==> src/rtl/pending_req_server.sv <==
// Sticky pending-request vector served highest-index-first
// through a valid/ready offer port, one handshake per two cycles.
module pending_req_server #(
  parameter int WIDTH = 8,
  parameter int IDXW  = 3
) (
  input  logic             clk,
  input  logic             rst,
  input  logic [WIDTH-1:0] req,
  input  logic             flush,
  input  logic             idx_ready,
  output logic             idx_valid,
  output logic [IDXW-1:0]  idx,
  output logic [WIDTH-1:0] pending,
  output logic [7:0]       served_cnt,
  output logic             collision
);

  typedef enum logic {
    IDLE,
    OFFER
  } state_t;

  state_t           state;
  state_t           state_nx;
  logic             hs;
  logic [WIDTH-1:0] clr_mask;
  logic [WIDTH-1:0] pend_nx;
  logic [IDXW-1:0]  top_idx;
  logic [IDXW-1:0]  idx_nx;
  logic             col_nx;
  logic [7:0]       cnt_nx;

  assign idx_valid = (state == OFFER);
  assign hs        = idx_valid & idx_ready;
  assign clr_mask  = hs ? (WIDTH'(1) << idx) : '0;

  // Highest set bit wins; ascending scan leaves it last.
  always_comb begin
    top_idx = '0;
    for (int i = 0; i < WIDTH; i++) begin
      if (pending[i]) top_idx = IDXW'(i);
    end
  end

  always_comb begin
    state_nx = state;
    idx_nx   = idx;
    if (flush) begin
      state_nx = IDLE;
    end else begin
      case (state)
        IDLE: begin
          if (|pending) begin
            state_nx = OFFER;
            idx_nx   = top_idx;
          end
        end
        OFFER: begin
          if (idx_ready) state_nx = IDLE;
        end
        default: state_nx = IDLE;
      endcase
    end
  end

  // A same-cycle req on the bit being cleared re-arms it.
  always_comb begin
    pend_nx = '0;
    col_nx  = 1'b0;
    if (!flush) begin
      pend_nx = (pending & ~clr_mask) | req;
      col_nx  = collision
              | (|(req & pending & ~clr_mask));
    end
    cnt_nx = served_cnt + 8'(hs);
  end

  always_ff @(posedge clk or posedge rst) begin
    if (rst) begin
      state      <= IDLE;
      idx        <= '0;
      pending    <= '0;
      served_cnt <= '0;
      collision  <= 1'b0;
    end else begin
      state      <= state_nx;
      idx        <= idx_nx;
      pending    <= pend_nx;
      served_cnt <= cnt_nx;
      collision  <= col_nx;
    end
  end

endmodule

==> config.mk <==
export PLATFORM = sky130hd
export DESIGN_NAME = pending_req_server
export DESIGN_NICKNAME = d
export VERILOG_FILES = /design/src/rtl/pending_req_server.sv
export SDC_FILE = /design/constraint.sdc
export NUM_CORES = 1
export LEC_CHECK = 0
export BUFFER_PORTS_ARGS = -buffer_cell sky130_fd_sc_hd__buf_2
export CORE_UTILIZATION = 40
export CTS_CLUSTER_DIAMETER = 100
export CTS_CLUSTER_SIZE = 30
export DETAILED_ROUTE_END_ITERATION = 8
export PLACE_DENSITY = 0.68
export SYNTH_ARGS = -nofsm -noshare
export SYNTH_HDL_FRONTEND = slang
export SYNTH_SLANG_ARGS = --single-unit
export TNS_END_PERCENT = 10
==> constraint.sdc <==
create_clock -name clk -period 1.8 [get_ports clk]
set_clock_uncertainty 0.1 [all_clocks]
set_input_delay 0.09 -clock clk [delete_from_list [all_inputs] [get_ports clk]]
set_output_delay 0.09 -clock clk [all_outputs]
set_load 0.02 [all_outputs]
* Word level (Yosys, flattened, before mapping)
Cells that the tools add are included.
** Cells by class
- Add/sub/neg operators :: 1
- Shift-type cells :: 1
- Multiplexer cells :: 14
- Bitwise gates (word level) :: 9
- Reduce and logical (&&, ||, !) cells :: 3
** Operator list (count)
- bitwise AND 8 bit :: 3
- 2-to-1 mux 8 bit :: 2
- OR reduction 8 bit :: 2
- 2-to-1 mux 3 bit :: 5
- adder 8 x 1 -> 8 bit :: 1
- NOT 8 bit :: 1
- bitwise OR 8 bit :: 1
- << shifter 1 x 3 -> 8 bit, first input constant :: 1
- 2-to-1 mux 1 bit :: 5
- AND reduction 3 bit :: 1
- 2-to-1 mux 2 bit :: 1
- NOT 1 bit :: 2
- case mux 1 bit (2 select lines) :: 1
- bitwise AND 1 bit :: 1
- bitwise OR 1 bit :: 1
** Storage, ports and cells
- Flip-flop bits (word level) :: 21
- Bits of input ports :: 12
- Word-level logic and storage cells :: 33

* Depth between registers and ports, before layout
- Word-level depth :: 7
- Depth in mapped cells :: 6

* Worst setup path after synthesis
OpenSTA, ideal clock, no wires.
- Path kind :: reg-to-reg
- From :: reg state (netlist: idx_valid)
- To :: reg served_cnt[6]
- Setup time :: 0.129 ns
- Arrival time :: 1.494 ns
- Slack :: 0.077 ns
- Stages on the path, launching flop included :: 7
- Path buffers :: 0
- Period minus slack after synthesis :: 1.723 ns
- Cells stage by stage :: dfrtp_1 > and2_2 > ha_1 > ha_1 > and3_1 > nand3_1 > xnor2_1
** Between the ends
- Longest elaborated chain between the ends :: 2
** RTL lines
- start: declaration :: RTL line 24 : state_t state;
- start signal: assignment :: RTL line 87 : state <= state_nx;
- bitwise AND 1 bit :: RTL line 35 : assign hs = idx_valid & idx_ready;
- adder 8 x 1 -> 8 bit :: RTL line 76 : cnt_nx = served_cnt + 8'(hs);
- via cnt_nx[6] :: RTL line 32 : logic [7:0] cnt_nx;
- end signal: assignment :: RTL line 90 : served_cnt <= cnt_nx;
- end: declaration :: RTL line 15 : output logic [7:0] served_cnt,
The timed path passes the listed nets, and every way through them passes these cells.
A chain may end at the register's enable or synchronous reset.

* Final worst setup path
- From :: reg idx[1]
- To :: reg collision
** Between the ends
- Longest elaborated chain between the ends :: 7
** RTL lines
- start: declaration :: RTL line 13 : output logic [IDXW-1:0] idx,
- start signal: assignment :: RTL line 88 : idx <= idx_nx;
- << shifter 1 x 3 -> 8 bit :: RTL line 36 : assign clr_mask = hs ? (WIDTH'(1) << idx) : '0;
- 2-to-1 mux 8 bit :: RTL line 36
- NOT 8 bit :: RTL line 74 : | (|(req & pending & ~clr_mask));
- bitwise AND 8 bit :: RTL line 74
- OR reduction 8 bit :: RTL line 74
- bitwise OR 1 bit :: RTL line 74
- 2-to-1 mux 1 bit :: RTL line 71 : if (!flush) begin
- via col_nx :: RTL line 31 : logic col_nx;
- end signal: assignment :: RTL line 91 : collision <= col_nx;
- end: declaration :: RTL line 16 : output logic collision
The timed path passes the listed nets, and every way through them passes these cells.

==> results.py <==
metrics = {
    "detailed_routing": {
        "num_vias": 919,
        "wire_per_inst_um": 14.6,
        "finalWirelength_um": 2520,
        "firstDrtPassIters": 4,
        "drc": 0,
        "viasPerCell": 5.31,
        "drtIter0Drc": 28,
        "ant_nets": 0,
    },
    "worst_setup_path": {
        "crit_fanout": 7,
        "start_kind": "flop",
        "required_ns": 1.87,
        "cp_data_arrival_time_ns": 1.67,
        "end_kind": "flop",
        "path_class": "reg -> reg",
        "timing.rr.start": "idx[1]",
        "crit_start": "idx[1]",
    },
    "sta": {
        "fin_ws_ns": 0.198,
        "setup-tns-final_ns": 0,
        "period_share_pct": 89.0,
        "rsz0062_at_grt": "false",
        "min_period_ns": 1.60,
        "drv_slew": 0,
        "hold_violations": 0,
        "max_slew_margin_pct": 70.7,
        "setup_violations": 0,
        "max_freq_mhz": 624,
        "tightest_slew_ns": 0.438,
    },
    "yosys": {
        "synthArstFlopShare_pct": 100,
        "syn_avg_cell_area_um2": 10.1,
        "ys_seq_area_share_pct": 52.4,
        "yosys.area.top_type": "dfrtp_1",
        "synth_area_um2": 1000,
        "syn_nets": 113,
        "ys.flop_type": "dfrtp_1",
        "synth-edff-count": 0,
        "yosys_warnings": 0,
        "synth_cell_types": 30,
        "syn-instance-count": 99,
        "ys_ff_latch": 21,
        "synth.area.top_cells": "dfrtp_1 (52%), a21oi_1 (5.5%), nor2_1 (5.2%)",
        "synth_top_area_share_pct": 52.4,
    },
    "cts": {
        "clockBufferDepth": 2,
        "root_buffer": "clkbuf_4",
        "htree_levels": 1,
        "cts_tree": "yes",
        "path_clk_slew_ns": 0.12,
        "cts-buffers-inserted": 3,
        "clock_sinks": 21,
        "postCtsSetupBuffers": 0,
        "clk_latency_ns": 0.30,
        "cts_resized": 0,
        "ctsHoldBuffers": 9,
    },
    "layout": {
        "drive_gt1_share_pct": 29.7,
        "num-fill-cells": 193,
        "diodes": 0,
        "fin_cells": 173,
        "nets": 160,
        "syn2layout_area_growth_pct": 32.2,
    },
    "flow_run": {
        "drv_cap": 0,
    },
    "die": {
        "die-area_um2": 2710,
        "die_w_um": 52.1,
        "io_pins": 33,
        "start_util_pct": 44.0,
        "rows": 17,
        "fp.coreArea_um2": 2280,
        "die-height_um": 52.1,
    },
    "global_routing": {
        "grt_max_degree": 22,
        "antenna_found_initial": 0,
        "first_global_vias": 890,
        "grt_pass1_wl_um": 4170,
        "grt_overflow": 0,
        "gr-usage-all-layers_pct": 21.1,
    },
    "placed_design": {
        "hpwl_um": 1710,
        "dp_cells": 160,
        "dp_worst_setup_slack_ns": 0.232,
        "io_buffer_count": 32,
        "routabilityCongestion": 0.863,
    },
    "pwr": {
        "p_per_area_nw_per_um2": 975,
        "ir_drop_uv": 560,
        "finalPower_uw": 1290,
        "p_leak_uw": 0.000627,
    },
    "hold_path": {
        "hold_start": "flush",
        "hold_class": "in -> reg",
    },
    "status": {
        "outcome": "finished clean",
    },
}
[registers in the layout (all words and copies together), names as in the netlist]
signal and cells:
pending 8, served_cnt 8, idx 3, collision 1, idx_valid 1
[where the power goes]
group	switching (µW)	total, µW	internal (µW)
registers	105	663	559
clock network	141	228	86.2
logic	242	401	159
[worst paths after layout]
path / endpoint / slack (ns) / cells past startpoint
setup / recovery: collision / 0.20 / 4
hold / removal: pending[3] / 0.02 / 2
setup reg to reg: collision / 0.20 / 4
hold reg to reg: served_cnt[7] / 0.38 / 1
max in group asynchronous: pending[7] / 1.12 / 4
min in group asynchronous: pending[0] / 0.25 / 4
[logic make-up after synthesis]
| logic type | share of synthesized area (%) |
|---|---|
| compound gates | 14.9 |
| xor+xnor | 5.24 |
| fa+ha+maj | 2.50 |
| buf+inv | 1.87 |
| flops | 52.4 |
| simple gates | 23.1 |
[cell usage in the layout, fill, tap and decap left out]
cell type / n
and3b_1: 1
a41oi_1: 1
dlygate4sd3_1: 9
a32oi_1: 2
nand2_1: 7
buf_2: 32
clkbuf_4: 3
inv_1: 4
and2_1: 2
nor3_1: 1
nand4_1: 2
nor2_1: 14
and3_1: 2
xor2_1: 2
nand2b_1: 1
o21ai_0: 2
a211oi_2: 1
a21oi_1: 11
nand3_1: 6
nor3b_1: 1
o21bai_1: 1
a41oi_2: 1
clkbuf_1: 1
buf_4: 2
and4_1: 1
xnor2_1: 4
a31oi_1: 2
and2_2: 1
and2b_4: 1
nor4_2: 2
ha_1: 2
a311oi_1: 1
nor2b_1: 1
dfrtp_1: 21
[cell type report]
type | instances | area (µm²) | area share [%]
Clock buffer | 4 | 26.3 | 1.98
Timing Repair Buffer | 43 | 265 | 20.0
Tap cell | 28 | 35.0 | 2.64
Multi-Input combinational cell | 73 | 458 | 34.6
Inverter | 4 | 15.0 | 1.13
Sequential cell | 21 | 526 | 39.7
[per-layer routing]
layer / global-route usage, % / wire length (µm)
met5: 0 / 0
met4: 9.46 / 40
met3: 4.09 / 165
met2: 33.1 / 1150
met1: 27.9 / 1170
[through the flow]
step                hold slack [ns]  cell area [µm²]  util (%)
finish                       0.0172             1330      58.2
floorplan                   -0.0335             1000         -
global placement             0.0319             1210      53.1
CTS                         0.00758             1330      58.2
global route                 0.0351             1330      58.2
detailed placement           0.0369             1210      53.1
[cells in the mapped netlist, drive strengths merged, types with 3 or more instances]
cell type  instances
and2               3
nand3              6
nand2              7
a21oi             11
dfrtp             21
nor2              14
inv                4
xnor2              4
[critical path, cell delays in order (launching register included)]
cell      delay [ns]
dfrtp_1         0.46
and3b_1         0.27
nand3_1         0.11
a311oi_1        0.35
a41oi_1         0.18
(Power assumes the default switching activity.)
